`config.mk`:
```
export PLATFORM = sky130hd
export DESIGN_NAME = pic_controller_flat
export DESIGN_NICKNAME = d
export VERILOG_FILES = /design/src/rtl/pic_pkg.sv /design/src/rtl/pic_if.sv /design/src/rtl/pic_priority_resolver.sv /design/src/rtl/pic_controller.sv /design/src/flat_wrapper.sv
export SDC_FILE = /design/constraint.sdc
export NUM_CORES = 1
export LEC_CHECK = 0
export ABC_AREA = 1
export BUFFER_PORTS_ARGS = -buffer_cell sky130_fd_sc_hd__buf_4
export CAP_MARGIN = 20
export CORE_MARGIN = 5
export CORE_UTILIZATION = 36
export CTS_BUF_LIST = sky130_fd_sc_hd__clkbuf_8
export CTS_CLUSTER_SIZE = 28
export DETAILED_ROUTE_END_ITERATION = 8
export GPL_ROUTABILITY_DRIVEN = 0
export PLACE_DENSITY = 0.54
export SETUP_SLACK_MARGIN = 0.4
export SLEW_MARGIN = 5
export SYNTH_ARGS = -nofsm -noshare
export SYNTH_HDL_FRONTEND = slang
export SYNTH_HIERARCHICAL = 1
export SYNTH_SLANG_ARGS = --single-unit
```
`constraint.sdc`:
```
create_clock -name CLK -period 4.15 [get_ports CLK]
set_clock_uncertainty 0.2 [all_clocks]
set_input_delay 0.2075 -clock CLK [delete_from_list [all_inputs] [get_ports CLK]]
set_output_delay 0.2075 -clock CLK [all_outputs]
set_load 0.005 [all_outputs]
```
`src/rtl/pic_pkg.sv`:
```
// Shared types and constants for the programmable interrupt controller.
package pic_pkg;

  typedef enum logic [1:0] {
    INIT_UNINIT,
    INIT_WAIT_ICW2,
    INIT_WAIT_ICW4,
    INIT_READY
  } init_state_t;

  typedef enum logic [1:0] {
    INTA_IDLE,
    INTA_ACK1,
    INTA_ACK2
  } inta_state_t;

  // OCW2 command field D7:5 = {R, SL, EOI}
  localparam logic [2:0] OCW2_ROT_AEOI_CLR = 3'b000;
  localparam logic [2:0] OCW2_EOI          = 3'b001;
  localparam logic [2:0] OCW2_NOP          = 3'b010;
  localparam logic [2:0] OCW2_SEOI         = 3'b011;
  localparam logic [2:0] OCW2_ROT_AEOI_SET = 3'b100;
  localparam logic [2:0] OCW2_ROT_EOI      = 3'b101;
  localparam logic [2:0] OCW2_SET_PRI      = 3'b110;
  localparam logic [2:0] OCW2_ROT_SEOI     = 3'b111;

  localparam logic [1:0] ADDR_CMD  = 2'd0;
  localparam logic [1:0] ADDR_DATA = 2'd1;
  localparam logic [1:0] ADDR_IMRH = 2'd2;
  localparam logic [1:0] ADDR_OCW2 = 2'd3;

endpackage

```
`src/rtl/pic_if.sv`:
```
// CPU-side register bus and INTA handshake of the interrupt controller.
interface pic_if;
  logic [1:0] A;
  logic [7:0] DIN;
  logic       WR;
  logic       RD;
  logic [7:0] DOUT;
  logic       DOUT_EN;
  logic       INTA_;
  logic       INT;

  modport master (
    output A, DIN, WR, RD, INTA_,
    input  DOUT, DOUT_EN, INT
  );

  modport slave (
    input  A, DIN, WR, RD, INTA_,
    output DOUT, DOUT_EN, INT
  );
endinterface

```
`src/rtl/pic_priority_resolver.sv`:
```
// Combinational rotating-priority arbiter with fully nested blocking by the ISR.
module pic_priority_resolver
  import pic_pkg::*;
#(
  parameter int unsigned NUM_IR = 8,
  localparam int unsigned IDW = $clog2(NUM_IR)
) (
  input  logic [NUM_IR-1:0] req,
  input  logic [NUM_IR-1:0] mask,
  input  logic [NUM_IR-1:0] isr,
  input  logic [IDW-1:0]    lp,
  output logic              valid,
  output logic [IDW-1:0]    id,
  output logic [IDW-1:0]    top_isr_id
);

  logic [IDW-1:0] idx;
  logic [IDW-1:0] req_rank;
  logic [IDW-1:0] isr_rank;
  logic           req_found;
  logic           isr_found;

  // Walk ranks from highest (just after LP) downward; first hit wins.
  always_comb begin
    valid      = 1'b0;
    id         = '0;
    top_isr_id = '0;
    idx        = '0;
    req_rank   = '0;
    isr_rank   = '0;
    req_found  = 1'b0;
    isr_found  = 1'b0;
    for (int unsigned r = 0; r < NUM_IR; r++) begin
      idx = lp + IDW'(1) + IDW'(r);
      if (!isr_found && isr[idx]) begin
        isr_found  = 1'b1;
        top_isr_id = idx;
        isr_rank   = IDW'(r);
      end
      if (!req_found && req[idx] && !mask[idx]) begin
        req_found = 1'b1;
        id        = idx;
        req_rank  = IDW'(r);
      end
    end
    valid = req_found && (!isr_found || (req_rank < isr_rank));
  end

endmodule

```
`src/rtl/pic_controller.sv`:
```
// Programmable interrupt controller: IR synchronisation, IRR/ISR/IMR,
// ICW/OCW register interface and the two-pulse INTA vector handshake.
module pic_controller
  import pic_pkg::*;
#(
  parameter int unsigned NUM_IR      = 8,
  parameter int unsigned SYNC_STAGES = 2
) (
  input  logic              CLK,
  input  logic              RESET_,
  input  logic [NUM_IR-1:0] IR,
  pic_if.slave              bus,
  output logic              INIT_DONE
);

  localparam int unsigned IDW = $clog2(NUM_IR);

  init_state_t init_q, init_next;
  inta_state_t inta_q, inta_next;

  logic [SYNC_STAGES:0][NUM_IR-1:0] ir_pipe;
  logic [SYNC_STAGES:0]             inta_pipe;
  logic [NUM_IR-1:0] ir_s, ir_rise;
  logic              inta_fall, inta_rise;

  logic [NUM_IR-1:0] irr_q, isr_q, imr_q;
  logic [NUM_IR-1:0] isr_set, isr_clr, irr_clr, imr_hi_wr;
  logic [IDW-1:0]    lp_q, lp_next;
  logic [IDW-1:0]    id_q;
  logic              spur_q;
  logic              ltim_q, ic4_q, aeoi_q, rot_aeoi_q, sel_isr_q;
  logic [7-IDW:0]    vbase_q;
  logic [7:0]        dout_q, rdata;
  logic              dout_en_q, int_q;
  logic [7:0]        irr_hi, isr_hi, imr_hi;

  logic              icw1, ready, ocw3_wr, data_wr, imrh_wr, ocw2_wr;
  logic [2:0]        ocw2_cmd;
  logic [IDW-1:0]    ocw2_lvl;
  logic              ack1, ack2, ack_end;
  logic              cand_valid, cand_ok;
  logic [IDW-1:0]    cand_id, top_isr_id;

  assign ir_s      = ir_pipe[SYNC_STAGES-1];
  assign ir_rise   = ir_pipe[SYNC_STAGES-1] & ~ir_pipe[SYNC_STAGES];
  assign inta_fall = !inta_pipe[SYNC_STAGES-1] && inta_pipe[SYNC_STAGES];
  assign inta_rise = inta_pipe[SYNC_STAGES-1] && !inta_pipe[SYNC_STAGES];

  assign ready    = (init_q == INIT_READY);
  assign icw1     = bus.WR && (bus.A == ADDR_CMD) && bus.DIN[4];
  assign ocw3_wr  = bus.WR && (bus.A == ADDR_CMD) && !bus.DIN[4] && ready;
  assign data_wr  = bus.WR && (bus.A == ADDR_DATA);
  assign imrh_wr  = bus.WR && (bus.A == ADDR_IMRH) && ready;
  assign ocw2_wr  = bus.WR && (bus.A == ADDR_OCW2) && ready;
  assign ocw2_cmd = bus.DIN[7:5];
  assign ocw2_lvl = bus.DIN[IDW-1:0];

  assign cand_ok = cand_valid && ready;
  assign ack1    = (inta_q == INTA_IDLE) && inta_fall && !icw1;
  assign ack2    = (inta_q == INTA_ACK1) && inta_fall && !icw1;
  assign ack_end = (inta_q == INTA_ACK2) && inta_rise && !icw1;

  assign INIT_DONE   = ready;
  assign bus.DOUT    = dout_q;
  assign bus.DOUT_EN = dout_en_q;
  assign bus.INT     = int_q;

  pic_priority_resolver #(.NUM_IR(NUM_IR)) u_resolver (
    .req        (irr_q),
    .mask       (imr_q),
    .isr        (isr_q),
    .lp         (lp_q),
    .valid      (cand_valid),
    .id         (cand_id),
    .top_isr_id (top_isr_id)
  );

  // Upper-byte views exist only in the 16-line build; the 8-line build reads zero.
  if (NUM_IR == 16) begin : g_wide
    assign irr_hi = irr_q[15:8];
    assign isr_hi = isr_q[15:8];
    assign imr_hi = imr_q[15:8];
    always_comb begin
      imr_hi_wr       = imr_q;
      imr_hi_wr[15:8] = bus.DIN;
    end
  end else begin : g_narrow
    assign irr_hi    = '0;
    assign isr_hi    = '0;
    assign imr_hi    = '0;
    assign imr_hi_wr = imr_q;
  end

  // IR and INTA_ synchronisers plus one extra stage for edge detection.
  always_ff @(posedge CLK or negedge RESET_) begin
    if (!RESET_) begin
      ir_pipe   <= '0;
      inta_pipe <= '1;
    end else begin
      ir_pipe   <= {ir_pipe[SYNC_STAGES-1:0], IR};
      inta_pipe <= {inta_pipe[SYNC_STAGES-1:0], bus.INTA_};
    end
  end

  // Init and INTA state registers.
  always_ff @(posedge CLK or negedge RESET_) begin
    if (!RESET_) begin
      init_q <= INIT_UNINIT;
      inta_q <= INTA_IDLE;
    end else begin
      init_q <= init_next;
      inta_q <= inta_next;
    end
  end

  // Init sequencing: ICW1 restarts from anywhere, A=1 writes advance.
  always_comb begin
    init_next = init_q;
    if (icw1) begin
      init_next = INIT_WAIT_ICW2;
    end else if (data_wr) begin
      case (init_q)
        INIT_WAIT_ICW2: init_next = ic4_q ? INIT_WAIT_ICW4 : INIT_READY;
        INIT_WAIT_ICW4: init_next = INIT_READY;
        default:        init_next = init_q;
      endcase
    end
  end

  // INTA handshake sequencing; ICW1 aborts any sequence in progress.
  always_comb begin
    inta_next = inta_q;
    case (inta_q)
      INTA_IDLE: if (inta_fall) inta_next = INTA_ACK1;
      INTA_ACK1: if (inta_fall) inta_next = INTA_ACK2;
      INTA_ACK2: if (inta_rise) inta_next = INTA_IDLE;
      default:   inta_next = INTA_IDLE;
    endcase
    if (icw1) inta_next = INTA_IDLE;
  end

  // Configuration registers written through ICWs and OCW3/OCW2.
  always_ff @(posedge CLK or negedge RESET_) begin
    if (!RESET_) begin
      ltim_q     <= 1'b0;
      ic4_q      <= 1'b0;
      aeoi_q     <= 1'b0;
      rot_aeoi_q <= 1'b0;
      sel_isr_q  <= 1'b0;
      vbase_q    <= '0;
    end else if (icw1) begin
      ltim_q     <= bus.DIN[3];
      ic4_q      <= bus.DIN[0];
      aeoi_q     <= 1'b0;
      rot_aeoi_q <= 1'b0;
      sel_isr_q  <= 1'b0;
    end else begin
      if (data_wr && (init_q == INIT_WAIT_ICW2)) vbase_q <= bus.DIN[7:IDW];
      if (data_wr && (init_q == INIT_WAIT_ICW4)) aeoi_q  <= bus.DIN[1];
      if (ocw3_wr && bus.DIN[1]) sel_isr_q <= bus.DIN[0];
      if (ocw2_wr && (ocw2_cmd == OCW2_ROT_AEOI_SET)) rot_aeoi_q <= 1'b1;
      if (ocw2_wr && (ocw2_cmd == OCW2_ROT_AEOI_CLR)) rot_aeoi_q <= 1'b0;
    end
  end

  // ISR set/clear masks and LP update; sets are OR-ed in last so they win.
  always_comb begin
    isr_set = '0;
    isr_clr = '0;
    irr_clr = '0;
    lp_next = lp_q;
    if (ack1 && cand_ok) begin
      isr_set[cand_id] = 1'b1;
      irr_clr[cand_id] = 1'b1;
    end
    if (ocw2_wr && (|isr_q)) begin
      case (ocw2_cmd)
        OCW2_EOI:      isr_clr[top_isr_id] = 1'b1;
        OCW2_SEOI:     isr_clr[ocw2_lvl] = 1'b1;
        OCW2_ROT_EOI: begin
          isr_clr[top_isr_id] = 1'b1;
          lp_next             = top_isr_id;
        end
        OCW2_ROT_SEOI: begin
          isr_clr[ocw2_lvl] = 1'b1;
          lp_next           = ocw2_lvl;
        end
        default: ;
      endcase
    end
    if (ocw2_wr && (ocw2_cmd == OCW2_SET_PRI)) lp_next = ocw2_lvl;
    if (ack_end && aeoi_q && !spur_q) begin
      isr_clr[id_q] = 1'b1;
      if (rot_aeoi_q) lp_next = id_q;
    end
  end

  // Request, in-service, mask and lowest-priority registers.
  always_ff @(posedge CLK or negedge RESET_) begin
    if (!RESET_) begin
      irr_q <= '0;
      isr_q <= '0;
      imr_q <= '0;
      lp_q  <= '1;
    end else if (icw1) begin
      irr_q <= '0;
      isr_q <= '0;
      imr_q <= '0;
      lp_q  <= '1;
    end else begin
      irr_q <= ltim_q ? ir_s : ((irr_q & ~irr_clr) | ir_rise);
      isr_q <= (isr_q & ~isr_clr) | isr_set;
      lp_q  <= lp_next;
      if (ready && data_wr) imr_q[7:0] <= bus.DIN;
      else if (imrh_wr)     imr_q      <= imr_hi_wr;
    end
  end

  // Frozen vector id and spurious flag captured at ACK1.
  always_ff @(posedge CLK or negedge RESET_) begin
    if (!RESET_) begin
      id_q   <= '0;
      spur_q <= 1'b0;
    end else if (ack1) begin
      id_q   <= cand_ok ? cand_id : '1;
      spur_q <= !cand_ok;
    end
  end

  // Register read multiplexer.
  always_comb begin
    rdata = '0;
    case (bus.A)
      ADDR_CMD:  rdata = sel_isr_q ? isr_q[7:0] : irr_q[7:0];
      ADDR_DATA: rdata = imr_q[7:0];
      ADDR_IMRH: rdata = imr_hi;
      ADDR_OCW2: rdata = sel_isr_q ? isr_hi : irr_hi;
      default:   rdata = '0;
    endcase
  end

  // Output data: vector owns DOUT from ACK2 until INTA_ rises, else register reads.
  always_ff @(posedge CLK or negedge RESET_) begin
    if (!RESET_) begin
      dout_q    <= '0;
      dout_en_q <= 1'b0;
    end else if (icw1) begin
      dout_q    <= '0;
      dout_en_q <= 1'b0;
    end else if (ack2) begin
      dout_q    <= {vbase_q, id_q};
      dout_en_q <= 1'b1;
    end else if (inta_q == INTA_ACK2) begin
      if (inta_rise) begin
        dout_q    <= '0;
        dout_en_q <= 1'b0;
      end
    end else if (bus.RD) begin
      dout_q    <= rdata;
      dout_en_q <= 1'b1;
    end else begin
      dout_q    <= '0;
      dout_en_q <= 1'b0;
    end
  end

  // INT follows the next-cycle state so it drops as soon as ACK1 is taken.
  always_ff @(posedge CLK or negedge RESET_) begin
    if (!RESET_) begin
      int_q <= 1'b0;
    end else begin
      int_q <= !icw1 && (init_next == INIT_READY) && (inta_next == INTA_IDLE) && cand_valid;
    end
  end

endmodule

```
`src/flat_wrapper.sv`:
```
// flat-port wrapper written by rule: the top's interface ports become plain ports
module pic_controller_flat import pic_pkg::*;
#(
  parameter int unsigned NUM_IR      = 8,
  parameter int unsigned SYNC_STAGES = 2
)
  (CLK, RESET_, IR, INIT_DONE, bus_A, bus_DIN, bus_WR, bus_RD, bus_INTA_, bus_DOUT, bus_DOUT_EN, bus_INT);
  pic_if bus_i ();
  input  logic CLK;
  input  logic RESET_;
  input  logic [NUM_IR-1:0] IR;
  output logic INIT_DONE;
  input wire logic [$bits(bus_i.A)-1:0] bus_A;
  input wire logic [$bits(bus_i.DIN)-1:0] bus_DIN;
  input wire logic [$bits(bus_i.WR)-1:0] bus_WR;
  input wire logic [$bits(bus_i.RD)-1:0] bus_RD;
  input wire logic [$bits(bus_i.INTA_)-1:0] bus_INTA_;
  output wire logic [$bits(bus_i.DOUT)-1:0] bus_DOUT;
  output wire logic [$bits(bus_i.DOUT_EN)-1:0] bus_DOUT_EN;
  output wire logic [$bits(bus_i.INT)-1:0] bus_INT;
  assign bus_i.A = bus_A;
  assign bus_i.DIN = bus_DIN;
  assign bus_i.WR = bus_WR;
  assign bus_i.RD = bus_RD;
  assign bus_i.INTA_ = bus_INTA_;
  assign bus_DOUT = bus_i.DOUT;
  assign bus_DOUT_EN = bus_i.DOUT_EN;
  assign bus_INT = bus_i.INT;
  pic_controller #(.NUM_IR(NUM_IR), .SYNC_STAGES(SYNC_STAGES)) u_core (.CLK(CLK), .RESET_(RESET_), .IR(IR), .bus(bus_i), .INIT_DONE(INIT_DONE));
endmodule
```
==> impl_results.md <==
* Status: finished, final reports clean
* Sum Neg Setup Slack at 0 ns
* Peak clock frequency supported by timing at 266 MHz
* Global routing usage summed across all routing layers at 0.195
* Detailed-route wire length at 17.1 mm
* Antenna Violating Nets Remaining at 0
* Ports at 34
* Max capacitance violation total at 0
* Most common cell type on the critical path: buf_4
* Mean routed wirelength per cell at 15.4 µm
* Critical path endpoint category: flip-flop
* Tightest Hold Check Type: in -> reg
* Largest net degree at the start of global routing at 83
* Final core utilization at 0.469
* Worst Path Buf+Inv at 10
* Worst slew pin tran at 0.760 ns
* Top flip-flop cell by instance count after synthesis: dfrtp_1
* Cell variety after synth at 40
* Synth Area per Inst at 6.74 µm²
* WS Path Type: reg -> reg
* Shortest clock period the worst path allows after layout at 3.76 ns
* Longest Clk Path Bufs at 2
* Floorplan die area at 0.0181 mm²
* DRC at 0
* Initial antenna violation count at 0
* Number of global-route vias before repair at 5,585
* Synthesis-to-layout area growth at 27.8%
* Largest stage delay on the critical path at 0.56 ns
* Synth Register Bits at 82
* Most area-consuming cells after synthesis: dfrtp_1 (34%), nand2_1 (19%), nand3_1 (9.9%)
* Cell breakdown of the critical path: inv_2 -> ha_4 -> inv_8 -> buf_12 -> nand3_2 -> nand2_1 -> nand3_2 -> nand2_2 -> nor2_2 -> nand4_1 -> nor2_2 -> nand3_2 -> buf_4 -> buf_4 -> buf_4 -> buf_4 -> buf_4 -> buf_4 -> a31oi_1 -> buf_4 -> nor3_4 -> nand2_1 -> nand2_1 -> a21oi_1
* Antenna cells at 0
* Element type at the critical path start: flip-flop
* Number of slew-limit violations in the final report at 0
* Setup Viol. Count Final at 0
* Die extent in y at 135 µm
* H-tree levels at 3
* Initial DRC Count at 410
* Data required time of the worst path at 4.24 ns
* RSZ-0062 raised after global routing: yes
* Cell taking the most area after synthesis: dfrtp_1
* Number of sinks on the clock net at 82
* Gate family responsible for the most delay along the worst path: buffers and inverters
* Count of standard-cell rows at 45
* Ys async rst share at 1.00
* Layout cell share with drive strength beyond 1 at 0.231
* Starting density of the core at 0.367
* Post-synth top area share at 0.341
* HPWL after detailed placement at 12.3 mm
* Clock tree from TritonCTS: done
* Slowest stage cell, crit path: dfstp_2
* Overall power consumption at 6510 µW
* Worst Hold Margin at 0.0664 ns
* Combined area of all synthesized cells at 0.00558 mm²
* Vias at 5,731
* Std-Cell Core Area at 0.0152 mm²
* Headroom to the max-slew limit at 0.491
* Number of buffers created by CTS at 9
* Leakage power summed over all cells at 0.00359 µW
* # nets final at 953
* X dimension of the die at 135 µm
* Power density of the placed cells at 912 mW/mm²
* Number of warnings reported in the yosys synthesis log at 6
* Port Buffer Count at 33
* Largest driver fanout on the critical path at 8
* Mean number of vias per cell at 5.14
* Data arrival time of the critical path at 3.85 ns
* Number of failing hold endpoints at the final stage at 0
* Peak ir drop on the vdd network at 0.000393 V
* Clock-pin slew on the worst setup and hold paths at 0.09 ns
* CTS root buffer: clkbuf_8
* Detailed Routing Iterations Pass 1 at 5
* Post-Syn Instances at 829
* GRT Residual Overflow at 0
* Count of flip-flops with a built-in enable after synthesis at 0
* Final worst path period share at 0.906
* Skew-Pair Late Insertion Delay at 0.37 ns
* Nets in the synthesized netlist at 860
* Wire length of the first global-routing pass at 28.4 mm
* Seq/Total Area, Yosys at 0.369
[cell type report]
type	instances	area, µm²
Fill cell	1573	8070
Multi-Input combinational cell	627	3330
Sequential cell	82	2060
Timing Repair Buffer	107	917
Inverter	95	365
Tap cell	188	235
Clock buffer	9	124
Clock inverter	7	108
[cell usage after synthesis, types with 7 or more instances]
master,number
nand2_1,281
nand3_1,111
inv_1,88
dfrtp_1,76
nor2_1,59
o21ai_0,46
a21oi_1,28
nand4_1,17
nand2_2,14
nor3_1,14
buf_2,10
ha_1,8
o21ai_2,8
buf_6,7
[metrics by stage]
step	worst slack (ns)	area (µm²)	instances
3_3_place_gp	0.114	6060	1038
4_1_cts	0.335	7060	1111
6_report	0.388	7140	1115
2_1_floorplan	0.243	5680	829
5_1_grt	0.0628	7140	1115
3_5_place_dp	0.0790	6060	1038
[placed cells by master (no fill, tap or decap), types with 9 or more instances in the layout]
cell	count
dlygate4sd3_1	18
clkbuf_8	9
nand2_1	260
nand3_1	93
inv_1	83
a21oi_1	26
nand4_1	17
nand2_2	22
nor3_1	13
nand2_4	15
buf_4	82
inv_2	10
o21ai_0	46
nand3_2	18
dfrtp_1	76
nor2_1	54
[where the power goes]
| part | switching [µW] | internal [µW] |
|---|---|---|
| clock network | 327 | 351 |
| logic | 2780 | 1830 |
| registers | 235 | 987 |
[layer usage]
metal  vias up  GRT usage  routed length, µm
met5         -          0                  0
met3        37     0.0309                870
met2       161      0.296               7620
li1       2881          -                  -
met4         0     0.0747                548
met1      2652      0.281               8090
[registers in the layout, summed over array words and instances, names as in the netlist, 5 cells and up]
register / flops
u_core/imr_hi_wr: 8
u_core/isr_q: 8
u_core/bus.DOUT: 8
u_core/irr_q: 8
u_core/vbase_q: 5
u_core/ir_pipe: 16
u_core/ir_s: 8
[worst paths after layout]
path / startpoint / end / slack (ns) / cells past startpoint
worst min register to register: u_core/ir_pipe[7] / u_core/ir_s[7] / 0.14 / 0
max in group asynchronous: RESET_ / u_core/lp_q[0] / 2.90 / 3
worst max register to register: u_core/lp_q[0] / u_core/irr_q[6] / 0.39 / 24
worst min-delay path: bus_WR / u_core/sel_isr_q / 0.07 / 4
worst max-delay path: u_core/lp_q[0] / u_core/irr_q[6] / 0.39 / 24
min in group asynchronous: RESET_ / u_core/bus.INT / 0.16 / 2
[logic make-up after synthesis]
kind of cell | synth area share
compound gates | 0.102
flops | 0.369
buf+inv | 0.0972
simple gates | 0.412
fa+ha+maj | 0.0179
xor+xnor | 0.00157
[what timing repair did]
item / 4_1_cts / 5_1_grt
pin swaps: 26 / 2
endpoints found under the hold margin: 96 / 0
hold buffers: 18 / 0
setup endpoints to repair: 20 / 22
buffers inserted: 37 / 3
cloned: 2 / 0
resized for setup: 70 / 8
[worst register-to-register path, cell delays in order, from the launching register on]
cell and delay [ns]:
dfstp_2 0.56, inv_2 0.05, ha_4 0.35, inv_8 0.08, buf_12 0.15, nand3_2 0.07, nand2_1 0.07, nand3_2 0.09
nand2_2 0.06, nor2_2 0.12, nand4_1 0.13, nor2_2 0.18, nand3_2 0.11, buf_4 0.14, buf_4 0.11, buf_4 0.12
buf_4 0.12, buf_4 0.12, buf_4 0.12, a31oi_1 0.20, buf_4 0.20, nor3_4 0.07, nand2_1 0.09, nand2_1 0.06
a21oi_1 0.11
Note: power is estimated with default switching activity, not from simulation.
